--- config.mk ---
export PLATFORM = sky130hd
export DESIGN_NAME = imem_loader_flat
export DESIGN_NICKNAME = d
export VERILOG_FILES = /design/src/rtl/imem_loader_if.sv /design/src/rtl/imem_loader.sv /design/src/flat_wrapper.sv
export SDC_FILE = /design/constraint.sdc
export NUM_CORES = 1
export LEC_CHECK = 0
export BUFFER_PORTS_ARGS = -buffer_cell sky130_fd_sc_hd__buf_4
export CORE_MARGIN = 1.5
export CORE_UTILIZATION = 40
export CTS_CLUSTER_SIZE = 20
export DETAILED_ROUTE_END_ITERATION = 16
export SLEW_MARGIN = 20
export SYNTH_ARGS = -nofsm -noshare
export SYNTH_HDL_FRONTEND = slang
export SYNTH_SLANG_ARGS = --single-unit
export TNS_END_PERCENT = 50
--- constraint.sdc ---
create_clock -name clk -period 7.45 [get_ports clk]
set_input_delay 0.3725 -clock clk [delete_from_list [all_inputs] [get_ports clk]]
set_output_delay 0.3725 -clock clk [all_outputs]
set_load 0.1 [all_outputs]
--- src/rtl/imem_loader_if.sv ---
// Handshake and memory-write bundle between a byte-stream source, the loader
// and the instruction memory write port.
interface imem_loader_if #(
  parameter int ADDR_W = 10
);
  logic              start;
  logic [ADDR_W:0]   num_words;
  logic              byte_valid;
  logic [7:0]        byte_data;
  logic              byte_ready;
  logic              mem_we;
  logic [ADDR_W-1:0] mem_addr;
  logic [31:0]       mem_wdata;
  logic              busy;
  logic              done;
  logic              cpu_hold;
  logic              err;

  modport slave (
    input  start, num_words, byte_valid, byte_data,
    output byte_ready, mem_we, mem_addr, mem_wdata, busy, done, cpu_hold, err
  );

  modport master (
    output start, num_words, byte_valid, byte_data,
    input  byte_ready, mem_we, mem_addr, mem_wdata, busy, done, cpu_hold, err
  );
endinterface

--- src/rtl/imem_loader.sv ---
// Byte-stream to instruction-memory loader; holds the core in reset until the image is in.
// Optional trailing checksum check enabled by defining IMEM_LOADER_CHECKSUM_EN.
module imem_loader #(
  parameter int DEPTH  = 1024,
  parameter int ADDR_W = 10
) (
  input  logic        clk,
  input  logic        rst_n,
  imem_loader_if.slave bus
);

`ifdef IMEM_LOADER_CHECKSUM_EN
  typedef enum logic [2:0] {S_IDLE, S_RECV, S_WRITE, S_DONE, S_CHK} state_t;
`else
  typedef enum logic [1:0] {S_IDLE, S_RECV, S_WRITE, S_DONE} state_t;
`endif

  localparam logic [ADDR_W:0] DEPTH_W = (ADDR_W+1)'(DEPTH);

  state_t            state_q, state_d;
  logic [ADDR_W:0]   n_q, n_d;
  logic [ADDR_W-1:0] addr_q, addr_d;
  logic [31:0]       wdata_q, wdata_d;
  logic [1:0]        idx_q, idx_d;
  logic [ADDR_W:0]   n_start;
  logic              accept;
  logic              last_word;
  logic              byte_ready;
`ifdef IMEM_LOADER_CHECKSUM_EN
  logic [31:0]       sum_q, sum_d;
  logic [31:0]       chk_q, chk_d;
  logic              err_q, err_d;
`endif

  assign n_start   = (bus.num_words > DEPTH_W) ? DEPTH_W : bus.num_words;
  assign last_word = ({1'b0, addr_q} == (n_q - 1'b1));
`ifdef IMEM_LOADER_CHECKSUM_EN
  assign byte_ready = (state_q == S_RECV) || (state_q == S_CHK);
`else
  assign byte_ready = (state_q == S_RECV);
`endif
  assign accept = bus.byte_valid & byte_ready;

  always_ff @(posedge clk or negedge rst_n) begin
    if (!rst_n) begin
      state_q <= S_IDLE;
      n_q     <= '0;
      addr_q  <= '0;
      wdata_q <= '0;
      idx_q   <= '0;
`ifdef IMEM_LOADER_CHECKSUM_EN
      sum_q   <= '0;
      chk_q   <= '0;
      err_q   <= 1'b0;
`endif
    end else begin
      state_q <= state_d;
      n_q     <= n_d;
      addr_q  <= addr_d;
      wdata_q <= wdata_d;
      idx_q   <= idx_d;
`ifdef IMEM_LOADER_CHECKSUM_EN
      sum_q   <= sum_d;
      chk_q   <= chk_d;
      err_q   <= err_d;
`endif
    end
  end

  always_comb begin
    state_d = state_q;
    n_d     = n_q;
    addr_d  = addr_q;
    wdata_d = wdata_q;
    idx_d   = idx_q;
`ifdef IMEM_LOADER_CHECKSUM_EN
    sum_d   = sum_q;
    chk_d   = chk_q;
    err_d   = err_q;
`endif
    case (state_q)
      S_IDLE, S_DONE: begin
        if (bus.start) begin
          n_d    = n_start;
          addr_d = '0;
          idx_d  = '0;
`ifdef IMEM_LOADER_CHECKSUM_EN
          sum_d   = '0;
          err_d   = 1'b0;
          // An empty image still has to be confirmed by a zero checksum.
          state_d = (n_start == '0) ? S_CHK : S_RECV;
`else
          state_d = (n_start == '0) ? S_DONE : S_RECV;
`endif
        end
      end
      S_RECV: begin
        if (accept) begin
          wdata_d[{idx_q, 3'b000} +: 8] = bus.byte_data;
          idx_d = idx_q + 2'd1;
          if (idx_q == 2'd3) state_d = S_WRITE;
        end
      end
      S_WRITE: begin
`ifdef IMEM_LOADER_CHECKSUM_EN
        sum_d = sum_q + wdata_q;
`endif
        if (last_word) begin
`ifdef IMEM_LOADER_CHECKSUM_EN
          state_d = S_CHK;
`else
          state_d = S_DONE;
`endif
        end else begin
          addr_d  = addr_q + 1'b1;
          state_d = S_RECV;
        end
      end
`ifdef IMEM_LOADER_CHECKSUM_EN
      S_CHK: begin
        if (accept) begin
          chk_d[{idx_q, 3'b000} +: 8] = bus.byte_data;
          idx_d = idx_q + 2'd1;
          if (idx_q == 2'd3) begin
            err_d   = ({bus.byte_data, chk_q[23:0]} != sum_q);
            state_d = S_DONE;
          end
        end
      end
`endif
      default: state_d = S_IDLE;
    endcase
  end

  assign bus.byte_ready = byte_ready;
  assign bus.mem_we     = (state_q == S_WRITE);
  assign bus.mem_addr   = addr_q;
  assign bus.mem_wdata  = wdata_q;
  assign bus.done       = (state_q == S_DONE);
`ifdef IMEM_LOADER_CHECKSUM_EN
  assign bus.busy       = (state_q == S_RECV) || (state_q == S_WRITE) || (state_q == S_CHK);
  assign bus.err        = err_q;
  assign bus.cpu_hold   = !((state_q == S_DONE) && !err_q);
`else
  assign bus.busy       = (state_q == S_RECV) || (state_q == S_WRITE);
  assign bus.err        = 1'b0;
  assign bus.cpu_hold   = (state_q != S_DONE);
`endif

endmodule
--- src/flat_wrapper.sv ---
// flat-port wrapper written by rule: the top's interface ports become plain ports
module imem_loader_flat 
#(
  parameter int DEPTH  = 1024,
  parameter int ADDR_W = 10
)
  (clk, rst_n, bus_start, bus_num_words, bus_byte_valid, bus_byte_data, bus_byte_ready, bus_mem_we, bus_mem_addr, bus_mem_wdata, bus_busy, bus_done, bus_cpu_hold, bus_err);
  imem_loader_if #(.ADDR_W(ADDR_W)) bus_i ();
  input  logic clk;
  input  logic rst_n;
  input wire logic [$bits(bus_i.start)-1:0] bus_start;
  input wire logic [$bits(bus_i.num_words)-1:0] bus_num_words;
  input wire logic [$bits(bus_i.byte_valid)-1:0] bus_byte_valid;
  input wire logic [$bits(bus_i.byte_data)-1:0] bus_byte_data;
  output wire logic [$bits(bus_i.byte_ready)-1:0] bus_byte_ready;
  output wire logic [$bits(bus_i.mem_we)-1:0] bus_mem_we;
  output wire logic [$bits(bus_i.mem_addr)-1:0] bus_mem_addr;
  output wire logic [$bits(bus_i.mem_wdata)-1:0] bus_mem_wdata;
  output wire logic [$bits(bus_i.busy)-1:0] bus_busy;
  output wire logic [$bits(bus_i.done)-1:0] bus_done;
  output wire logic [$bits(bus_i.cpu_hold)-1:0] bus_cpu_hold;
  output wire logic [$bits(bus_i.err)-1:0] bus_err;
  assign bus_i.start = bus_start;
  assign bus_i.num_words = bus_num_words;
  assign bus_i.byte_valid = bus_byte_valid;
  assign bus_i.byte_data = bus_byte_data;
  assign bus_byte_ready = bus_i.byte_ready;
  assign bus_mem_we = bus_i.mem_we;
  assign bus_mem_addr = bus_i.mem_addr;
  assign bus_mem_wdata = bus_i.mem_wdata;
  assign bus_busy = bus_i.busy;
  assign bus_done = bus_i.done;
  assign bus_cpu_hold = bus_i.cpu_hold;
  assign bus_err = bus_i.err;
  imem_loader #(.DEPTH(DEPTH), .ADDR_W(ADDR_W)) u_core (.clk(clk), .rst_n(rst_n), .bus(bus_i));
endmodule
==> Yosys cells after proc, flatten, opt, wreduce, memory -nomap -nowiden <==
Cells that the tools add are included.
{ "word_totals": {"ff_bits": 57, "word_cells": 48, "out_inout_bits": 48, "inputBits": 23} }
{ "classes": {"shift": 2, "bitwise_logic": 1, "magnitude_cmp": 1, "n_addsub": 4, "n_mux": 14, "n_eq_ne": 10, "n_reduce_logical": 11} }
{ "ops": {"columns": ["op", "n"], "rows": [
  ["$bwmux W32", 1],
  ["$shift A8 B7 Y32 const A", 1],
  ["$shiftx A8 B7 Y32", 1],
  ["$mux W10", 2],
  ["$pmux W10 S2", 1],
  ["$mux W2", 7],
  ["$eq A10 B11 Y1", 1],
  ["$gt A11 B11 Y1 const B", 1],
  ["$logic_not A11 Y1", 1],
  ["$mux W11", 1],
  ["$sub A11 B1 Y11 const B", 1],
  ["$add A10 B1 Y10 const B", 1],
  ["$reduce_and A3 Y1", 3],
  ["$ne A2 B2 Y1 const B", 4],
  ["$neg A5 Y7", 1],
  ["$eq A2 B2 Y1 const B", 3],
  ["$pmux W2 S3", 1],
  ["$pmux W2 S2", 1],
  ["$reduce_and A2 Y1", 2],
  ["$reduce_bool A2 Y1", 2],
  ["$add A2 B1 Y2 const B", 1],
  ["$eq A2 B1 Y1 const B", 1],
  ["$logic_not A2 Y1", 1],
  ["$ne A2 B1 Y1 const B", 1],
  ["other kinds (3)", 3]
]} }

==> Logic depth before layout (Yosys ltp) <==
Gate-level depths: netlist (run 1).
{ "logic_depth": {"word_depth": 6, "ltp_mapped": 9, "mapped_depth_nobuf": 8} }

==> Least setup slack after synthesis (run 1) <==
No wires, ideal clock.
{ "synth_timing": {"path_kind": "register to register", "startpoint": "register u_core.state_q[1]", "endpoint": "register u_core.wdata_q[0] (netlist: u_core.bus.mem_wdata[0])", "slack_ns": 4.549, "t_arrival_ns": 2.831, "stages_incl_launch_ff": 7, "path_buffers": 1, "setup_time_ns": 0.070, "synth_period_minus_slack_ns": 2.901, "required_time_ns": 7.380, "path_cell_list": "dfrtp_1 -> inv_1 -> ha_1 -> clkbuf_1 -> nand3_1 -> nor4b_1 -> a22o_1"} }
{ "synth_between": {"elab_chain_cells": 3} }
{ "synth_rtl": {"columns": ["item", "line", "text"], "rows": [
  ["from (decl)", "imem_loader.sv:20", "state_t state_q, state_d;"],
  ["from (signal assigned)", "imem_loader.sv:57", "state_q <= state_d;"],
  ["$eq A2 B1 Y1 *", "imem_loader.sv:40", "assign byte_ready = (state_q == S_RECV);"],
  ["named net bus_byte_ready", "flat_wrapper.sv:15", "output wire logic [$bits(bus_i.byte_ready)-1:0] bus_byte_ready;"],
  ["$and A1 B1 Y1", "imem_loader.sv:42", "assign accept = bus.byte_valid & byte_ready;"],
  ["$reduce_and A2 Y1 (no source line) *", null, null],
  ["to (signal assigned)", "imem_loader.sv:60", "wdata_q <= wdata_d;"],
  ["to (decl)", "imem_loader.sv:23", "logic [31:0] wdata_q, wdata_d;"]
]} }
Mark *: on every way through the listed nets, which the timed path passes. The rest lies on a longest branch.
A chain may end at the register's enable or synchronous reset.

==> Final worst setup path (run 1) <==
{ "layout_timing": {"startpoint": "register u_core.n_q[0]", "endpoint": "register u_core.addr_q[0] (netlist: u_core.bus.mem_addr[0])"} }
{ "layout_between": {"elab_chain_cells": 4} }
{ "layout_rtl": {"columns": ["item", "line", "text"], "rows": [
  ["from (decl)", "imem_loader.sv:21", "logic [ADDR_W:0] n_q, n_d;"],
  ["from (signal assigned)", "imem_loader.sv:58", "n_q <= n_d;"],
  ["$sub A11 B1 Y11", "imem_loader.sv:36", "assign last_word = ({1'b0, addr_q} == (n_q - 1'b1));"],
  ["$eq A10 B11 Y1", "imem_loader.sv:36", null],
  ["$ne A2 B2 Y1 (no source line)", null, null],
  ["$reduce_and A3 Y1 (no source line)", null, null],
  ["to (signal assigned)", "imem_loader.sv:59", "addr_q <= addr_d;"],
  ["to (decl)", "imem_loader.sv:22", "logic [ADDR_W-1:0] addr_q, addr_d;"]
]} }
Every way passes these cells.

==> results of run 1 <==
-- layout make-up --
class	count	area (um^2)	area share, %
flip-flops and latches	57	1430	38.7
multi-input cells	186	1360	36.8
repair buffers	70	526	14.3
clock buffers	12	145	3.94
well taps	96	120	3.26
clock inverters	3	65.1	1.77
inverters	12	45.0	1.22
-- layout by cell type, fill, tap and decap left out, drive strengths merged, types with 9 or more instances in the layout --
cell	synthesis	layout
dfrtp	57	57
ha	12	12
inv	12	12
a22o	38	38
nand3	14	14
nand2	19	19
xnor2	10	10
o21ai	13	13
a21oi	9	9
buf	2	70
nor2	9	9
clkbuf	8	12
-- worst max-delay path: cells and delay by family, from the launching register on --
kind	cells	cell delay [ns]
DFF	1	0.41
buffers and inverters	1	0.07
AOI/OAI and AO/OA	2	0.93
muxes	1	0.35
and+or+nand+nor	3	1.12
adders and majority gates	1	0.19
-- flip-flops by register name (all words and copies together), names as in the netlist --
register / flops
u_core.bus.mem_addr: 10
u_core.bus.mem_wdata: 32
u_core.state_q: 2
u_core.n_q: 11
u_core.idx_q: 2
-- where the power goes --
part	internal, mW	total, mW	switching, mW
combinational	0.270	0.941	0.670
clock	0.195	0.313	0.117
sequential	0.388	0.471	0.0829
total	0.853	1.72	0.871
-- Yosys cell counts (all sizes together), types with 2 or more instances --
cell     number  area share [%]
mux2i         2            0.70
ha           12             5.3
mux2          2            0.92
xor2          4             1.2
xnor2        10             3.1
clkbuf        8             1.1
nor4b         2            0.61
a21oi         9             1.6
o21ai        13             2.3
a21bo         2            0.70
nand2        19             2.5
and3          4            0.88
or3           2            0.44
o2111ai       2            0.61
nor4          7             1.5
or2           3            0.66
nand3        14             2.5
a22o         38              12
buf           2            0.66
inv          12             1.6
o211ai        2            0.53
nand2b        7             1.5
nor2          9             1.2
a32o          4             1.4
o31ai         3            0.79
dfrtp        57              50
nor2b         3            0.66
-- worst paths after layout --
path                                          start                  endpoint  slack, ns
setup / recovery                      u_core.n_q[0]    u_core.bus.mem_addr[0]       4.27
hold / removal                                rst_n             u_core.n_q[2]       0.08
setup reg to reg                      u_core.n_q[0]    u_core.bus.mem_addr[0]       4.27
hold reg to reg            u_core.bus.mem_wdata[14]  u_core.bus.mem_wdata[14]       0.50
max in group asynchronous                     rst_n   u_core.bus.mem_wdata[1]       6.89
min in group clk                   bus_num_words[5]             u_core.n_q[5]       0.26
-- kinds of logic after synthesis --
group | count (synthesis) | synth area share (%)
XOR/XNOR | 14 | 4.29
multiplexers | 4 | 1.62
adder cells (fa/ha/maj) | 12 | 5.26
buffers and inverters | 22 | 3.29
AND/OR/NAND/NOR | 75 | 13.9
AO/OA/AOI/OAI | 80 | 21.6
flip-flops | 57 | 49.9
other | 1 | 0.131
-- layer usage --
metal / part of all wire [%] / up-vias / track usage (%)
met2: 46 / 74 / 30.3
met3: 6.4 / 8 / 6.16
li1: - / 1123 / -
met5: 0 / - / 0
met1: 46 / 1120 / 26.2
met4: 1.3 / 0 / 6.20
-- through the flow --
stage / area (um^2) / worst slack, ns / total power [mW]
final: 3680 / 4.27 / 1.72
after global routing: 3680 / 3.98 / 1.82
after CTS: 3680 / 4.25 / 1.74
after detailed placement: 3470 / 4.26 / 1.42
after global placement: 3470 / 4.34 / 1.42
after floorplan: 2860 / 4.55 / 1.23
==> metrics, run 1 <==
layout cells sized above 1=27.6%; Slew HR=about a third; vias in the first global route=roughly 2300; maximum buffer depth of the clock tree=2; total wire length=6.98 mm; largest net degree at the start of global routing=58; Final Net Count=371; Post-CTS Setup Repair Bufs=0; fin crit share=42.7%; gr ovfl total=0; clk sink count=57; Clock Skew=0.00652 ns; vias per cell=roughly 5.3; Hold WC Path Type=input port to asynchronous set/reset pin; CTS-repair resized insts=0; Synth cell types=42; outcome=finished clean; CP cell instances=inv_1 -> ha_1 -> nor4b_1 -> a221o_1 -> nand2_1 -> o2111ai_1 -> nor2b_1 -> mux2_4; cell area after synthesis=2860 um^2; vias=~2300; Synth Instances=about 270; Fillers=around 660; initial DRC count=71; number of diodes=0; crit path time final=3.18 ns; WS Path Type=register to register; CTS tree=done; EDFF count, synth=0; post-layout util=53.9%; die area=7660 um^2; initial core utilization=41.8%; hold_ws=0.0778 ns; post-synthesis sequential area ratio=about half; CTS Buf Count=9; DP Cell Count=421; Area growth, synth to finish=28.9%; CTS Hold Bufs=0; First-pass DRT Iterations=4; critical path endpoint category=register; MaxCap Viol Count=0; Yosys reg bits=57; number of remaining DRC errors=0; # H-tree levels=3; row count=30; die width=87.5 um; RSZ-0062 raised after global routing=no; io pins=71; gp weighted congestion=approximately 0.81; R2R cell count=8; Slew Viols, Final=0; root buffer cell=clkbuf_8; pwr dens=468 nW/um^2; crit path launch type=register; Setup TNS Final=0 ns; Non-Filler Instances=436; WP data required=roughly 7.7 ns; Core Region=6830 um^2; initial antenna violation count=0; Syn Nets=300; ys async rst share=100%; Hold Vio Cnt, Final=0; Total GRT Usage=roughly 20%; Worst-Margin Slew=1.01 ns; clk_lat worst skew=about 0.33 ns; Leak=1.79 nW; Slowest-stage cell, CP=o2111ai_1; placed wire-length estimate=4.83 mm; Synth Warn #=0; Peak VDD IR=202 uV; final setup fails=0; Fmax=315 MHz; worst-path fanout max=11; wire length per cell=16.0 um; critical path data arrival time=3.40 ns; Buffers on Ports=69; first-pass GRT wire length=11.3 mm; Post-Syn Area per Cell=10.8 um^2; critical path's largest stage delay=about 0.7 ns; DIE HEIGHT=87.5 um; post-route ant nets=0; clock-pin slew of the registers on the worst-case setup and hold paths=approximately 0.06 ns; ys flop type=dfrtp_1
Power figures use the tool's default switching activity.
==> run 2, diff against run 1 <==
ABC_AREA = 1   (was not set)
clock period = 3.23 ns   (was 7.45 ns; I/O delays follow)
==> run 2 against run 1 <==
Net effect:
- sequential cell count is the same
- via count grew 33%
- sequential power grew 120%
- die area grew 17%
- hold slack lost 0.0072 ns
- clock power grew 120%
- cell count grew 39%
- worst setup slack lost 3.4 ns
- sequential share of layout area shrank 4.4 points
- non-clock buffer count grew 1
- highest routed layer unchanged
==> metrics, run 2 <==
critical path's largest stage delay=0.61 ns (-0.08 ns); Syn Nets=464 (+55%); DP Cell Count=589 (+40%); CP Launch Point=u_core.idx_q[0]; worst-path fanout max=22 (+11); clk_lat worst skew=0.34 ns (about the same); number of diodes=0 (unchanged); Storage cell area=1430 um^2 (unchanged); multi-input logic area=1670 um^2 (+23%); CTS-repair resized insts=0 (unchanged); clk sink count=57 (unchanged); sw frac=55.4% (+4.9 points); gr ovfl total=0 (unchanged); post-route ant nets=0 (unchanged); Slowest-stage cell, CP=nor2_1; global routing's busiest layer=met2; Int Pwr=1.80 mW (+110%); die width=94.6 um (+8.1%); initial DRC count=77 (+8.5%); crit path time final=2.37 ns (-0.806 ns); io pins=71 (unchanged); Total GRT Usage=20.9% (+1.4 points); R2R setup slack=0.86 ns (-3.41 ns); Clock Skew=0.0113 ns (+0.00475 ns); first-pass GRT wire length=14.4 mm (+27%); maximum buffer depth of the clock tree=2 (unchanged); CTS Buf Count=9 (unchanged); Slew Viols, Final=0 (unchanged); Yosys reg bits=57 (unchanged); M1 GR Usage=24.7% (-1.4 points); Core Region=8180 um^2 (+20%); vias per cell=5.11 (-4.1%); Commonest cells post-synth=120 x nand2_1, 57 x dfrtp_1, 43 x o21ai_0, 42 x inv_1, 33 x nor2_1; Worst-Margin Slew=0.854 ns (-0.157 ns); sequential share of power=25.2% (-2.1 points); Clock Power Share=17.3% (-0.8 points); Leak=2.17 nW (+21%); cell area after synthesis=3360 um^2 (+18%); post-layout util=50.8% (-3.1 points); outcome=finished clean; Fillers=804 (+22%); critical path data arrival time=2.63 ns (-0.77 ns); max FFs per register=32 (unchanged); fin crit share=73.5% (+31 points); Synth area leaders=dfrtp_1 42%, nand2_1 13%, o21ai_0 6.4%; WP data required=3.49 ns (-4.18 ns); vias in the first global route=3037 (+33%); Synth Warn #=0 (unchanged); R2R cell count=6 (-2); Synth cell types=33 (-21%); CP cell instances=inv_1 -> ha_1 -> inv_1 -> nor2_1 -> nand2_1 -> o21ai_0; Non-Filler Instances=606 (+39%); largest area contributor in the netlist=dfrtp_1; Comb power frac=57.5% (+2.9 points); most frequent cell after synthesis=nand2_1; ys async rst share=100% (unchanged); worst hold stages=3; die area=8950 um^2 (+17%); Area growth, synth to finish=23.7%; First-pass DRT Iterations=4 (unchanged); Peak VDD IR=502 uV (+150%); critical path's most frequent cell=inv_1; Post-Syn Area per Cell=7.83 um^2 (-27%); Hold Vio Cnt, Final=0 (unchanged); leading cell types in the layout, fill and taps excluded=120 x nand2_1, 70 x buf_4, 57 x dfrtp_1; Buffers on Ports=69 (unchanged); MaxCap Viol Count=0 (unchanged); final setup fails=0 (unchanged); GR Util met3=6.20% (+0.039 points); most common library cell in the layout ignoring fill and taps=nand2_1; placed wire-length estimate=6.27 mm (+30%); Hold WC Path Type=input port to register; total wire length=8.60 mm (+23%); Fmax=421 MHz (+34%); ys flop type=dfrtp_1; Slew HR=42.9% (+11 points); RR Startpoint=u_core.idx_q[0]; gp weighted congestion=0.826 (+1.7%); post-synthesis sequential area ratio=42.5% (-7.5 points); row count=33 (+10%); Synth Instances=429 (+62%); Psw=2.24 mW (+160%); Post-CTS Setup Repair Bufs=0 (unchanged); largest net degree at the start of global routing=58 (unchanged); clock-pin slew of the registers on the worst-case setup and hold paths=0.07 ns (about the same); vias=3099 (+33%); initial antenna violation count=0 (unchanged); Setup TNS Final=0 ns (unchanged); initial core utilization=41.1% (-0.74 points); root buffer cell=clkbuf_8; crit path launch type=register; critical path endpoint category=register; WS Path Type=register to register; RR Endpoint=u_core.bus.mem_wdata[15]; wire length per cell=14.2 um (-11%); DIE HEIGHT=94.6 um (+8.1%); CTS tree=done; Final Net Count=531 (+43%); # H-tree levels=3 (unchanged); number of remaining DRC errors=0 (unchanged); CP endpoint=u_core.bus.mem_wdata[15]; total power=4.04 mW (+130%); EDFF count, synth=0 (unchanged); post-synth top area share=42.5% (-7.5 points); met2 Use GR=36.0% (+5.7 points); pwr dens=973 nW/um^2 (+110%); layout cells sized above 1=24.2% (-3.5 points); RSZ-0062 raised after global routing=no
## run 2: cell count changes in the layout (fill, tap and decap cells not counted), moves of 5 or more
cell | before | now
a21oi_1 | 9 | 3
a22o_1 | 38 | 0
inv_1 | 12 | 42
inv_2 | 0 | 6
nand2_1 | 19 | 120
nand2_2 | 0 | 6
nand2b_1 | 7 | 0
nand3_2 | 0 | 12
nand4_1 | 0 | 24
nor2_1 | 9 | 33
nor2_4 | 0 | 5
o21ai_0 | 13 | 43
xnor2_1 | 10 | 4
## run 2: worst min path at each step
stage                           startpoint                      to  slack (ns)
after floorplan                      rst_n  u_core.bus.mem_addr[0]       -0.13
after global placement               rst_n           u_core.n_q[9]        0.28
after detailed placement             rst_n           u_core.n_q[9]        0.29
after CTS                 bus_num_words[9]           u_core.n_q[9]        0.05
after global routing      bus_num_words[9]           u_core.n_q[9]        0.06
final                     bus_num_words[2]           u_core.n_q[2]        0.07
## run 2: routing by layer
layer / share of wire [%] / up-vias
met5: 0 / -
met4: 1.3 / 0
met3: 4.4 / 9
met2: 51 / 73
met1: 43 / 1487
li1: - / 1530
## run 2: timing repair
action	4_1_cts	5_1_grt
hold buffers	1	0
hold endpoints to repair	57	0
endpoints found under the setup margin	0	0
## run 2: layout make-up
cell class,count,area share [%]
Clock buffer,12,3.74
Clock inverter,4,1.24
Inverter,48,4.34
Multi-Input combinational cell,309,40.3
Sequential cell,57,34.3
Tap cell,105,3.16
Timing Repair Buffer,71,12.9
## run 2: power groups by stage
stage	registers [mW]	clock network (mW)	logic, mW
after floorplan	1.57	0	1.30
after global placement	1.03	0	2.31
after detailed placement	1.03	0	2.33
after CTS	1.02	0.711	2.33
after global routing	1.04	0.743	2.52
final	1.02	0.700	2.32
## run 2: cells by family after synthesis
group                      count (synthesis)  synth area share [%]
and+or+nand+nor                          227                  32.9
buffers and inverters                     63                  7.71
AOI/OAI and AO/OA                         57                  9.17
DFF                                       57                  42.5
xor gates and xnor gates                  12                  3.13
adders and majority gates                 12                  4.47
other                                      1                 0.112
## run 2: per-stage QoR
step | hold WS (ns) | instance area (um^2) | setup WS, ns
finish | 0.0706 | 4150 | 0.857
global route | 0.0616 | 4150 | 0.605
CTS | 0.0523 | 4150 | 0.921
detailed placement | 0.286 | 3940 | 0.949
global placement | 0.278 | 3940 | 1.03
floorplan | -0.134 | 3360 | 0.876
## run 2: critical path, delay by kind of cell, from the launching register on
kind,cells,cell delay [ns]
fa+ha+maj,1,0.42
simple gates,2,0.70
buf+inv,2,0.50
compound gates,1,0.19
flops,1,0.48
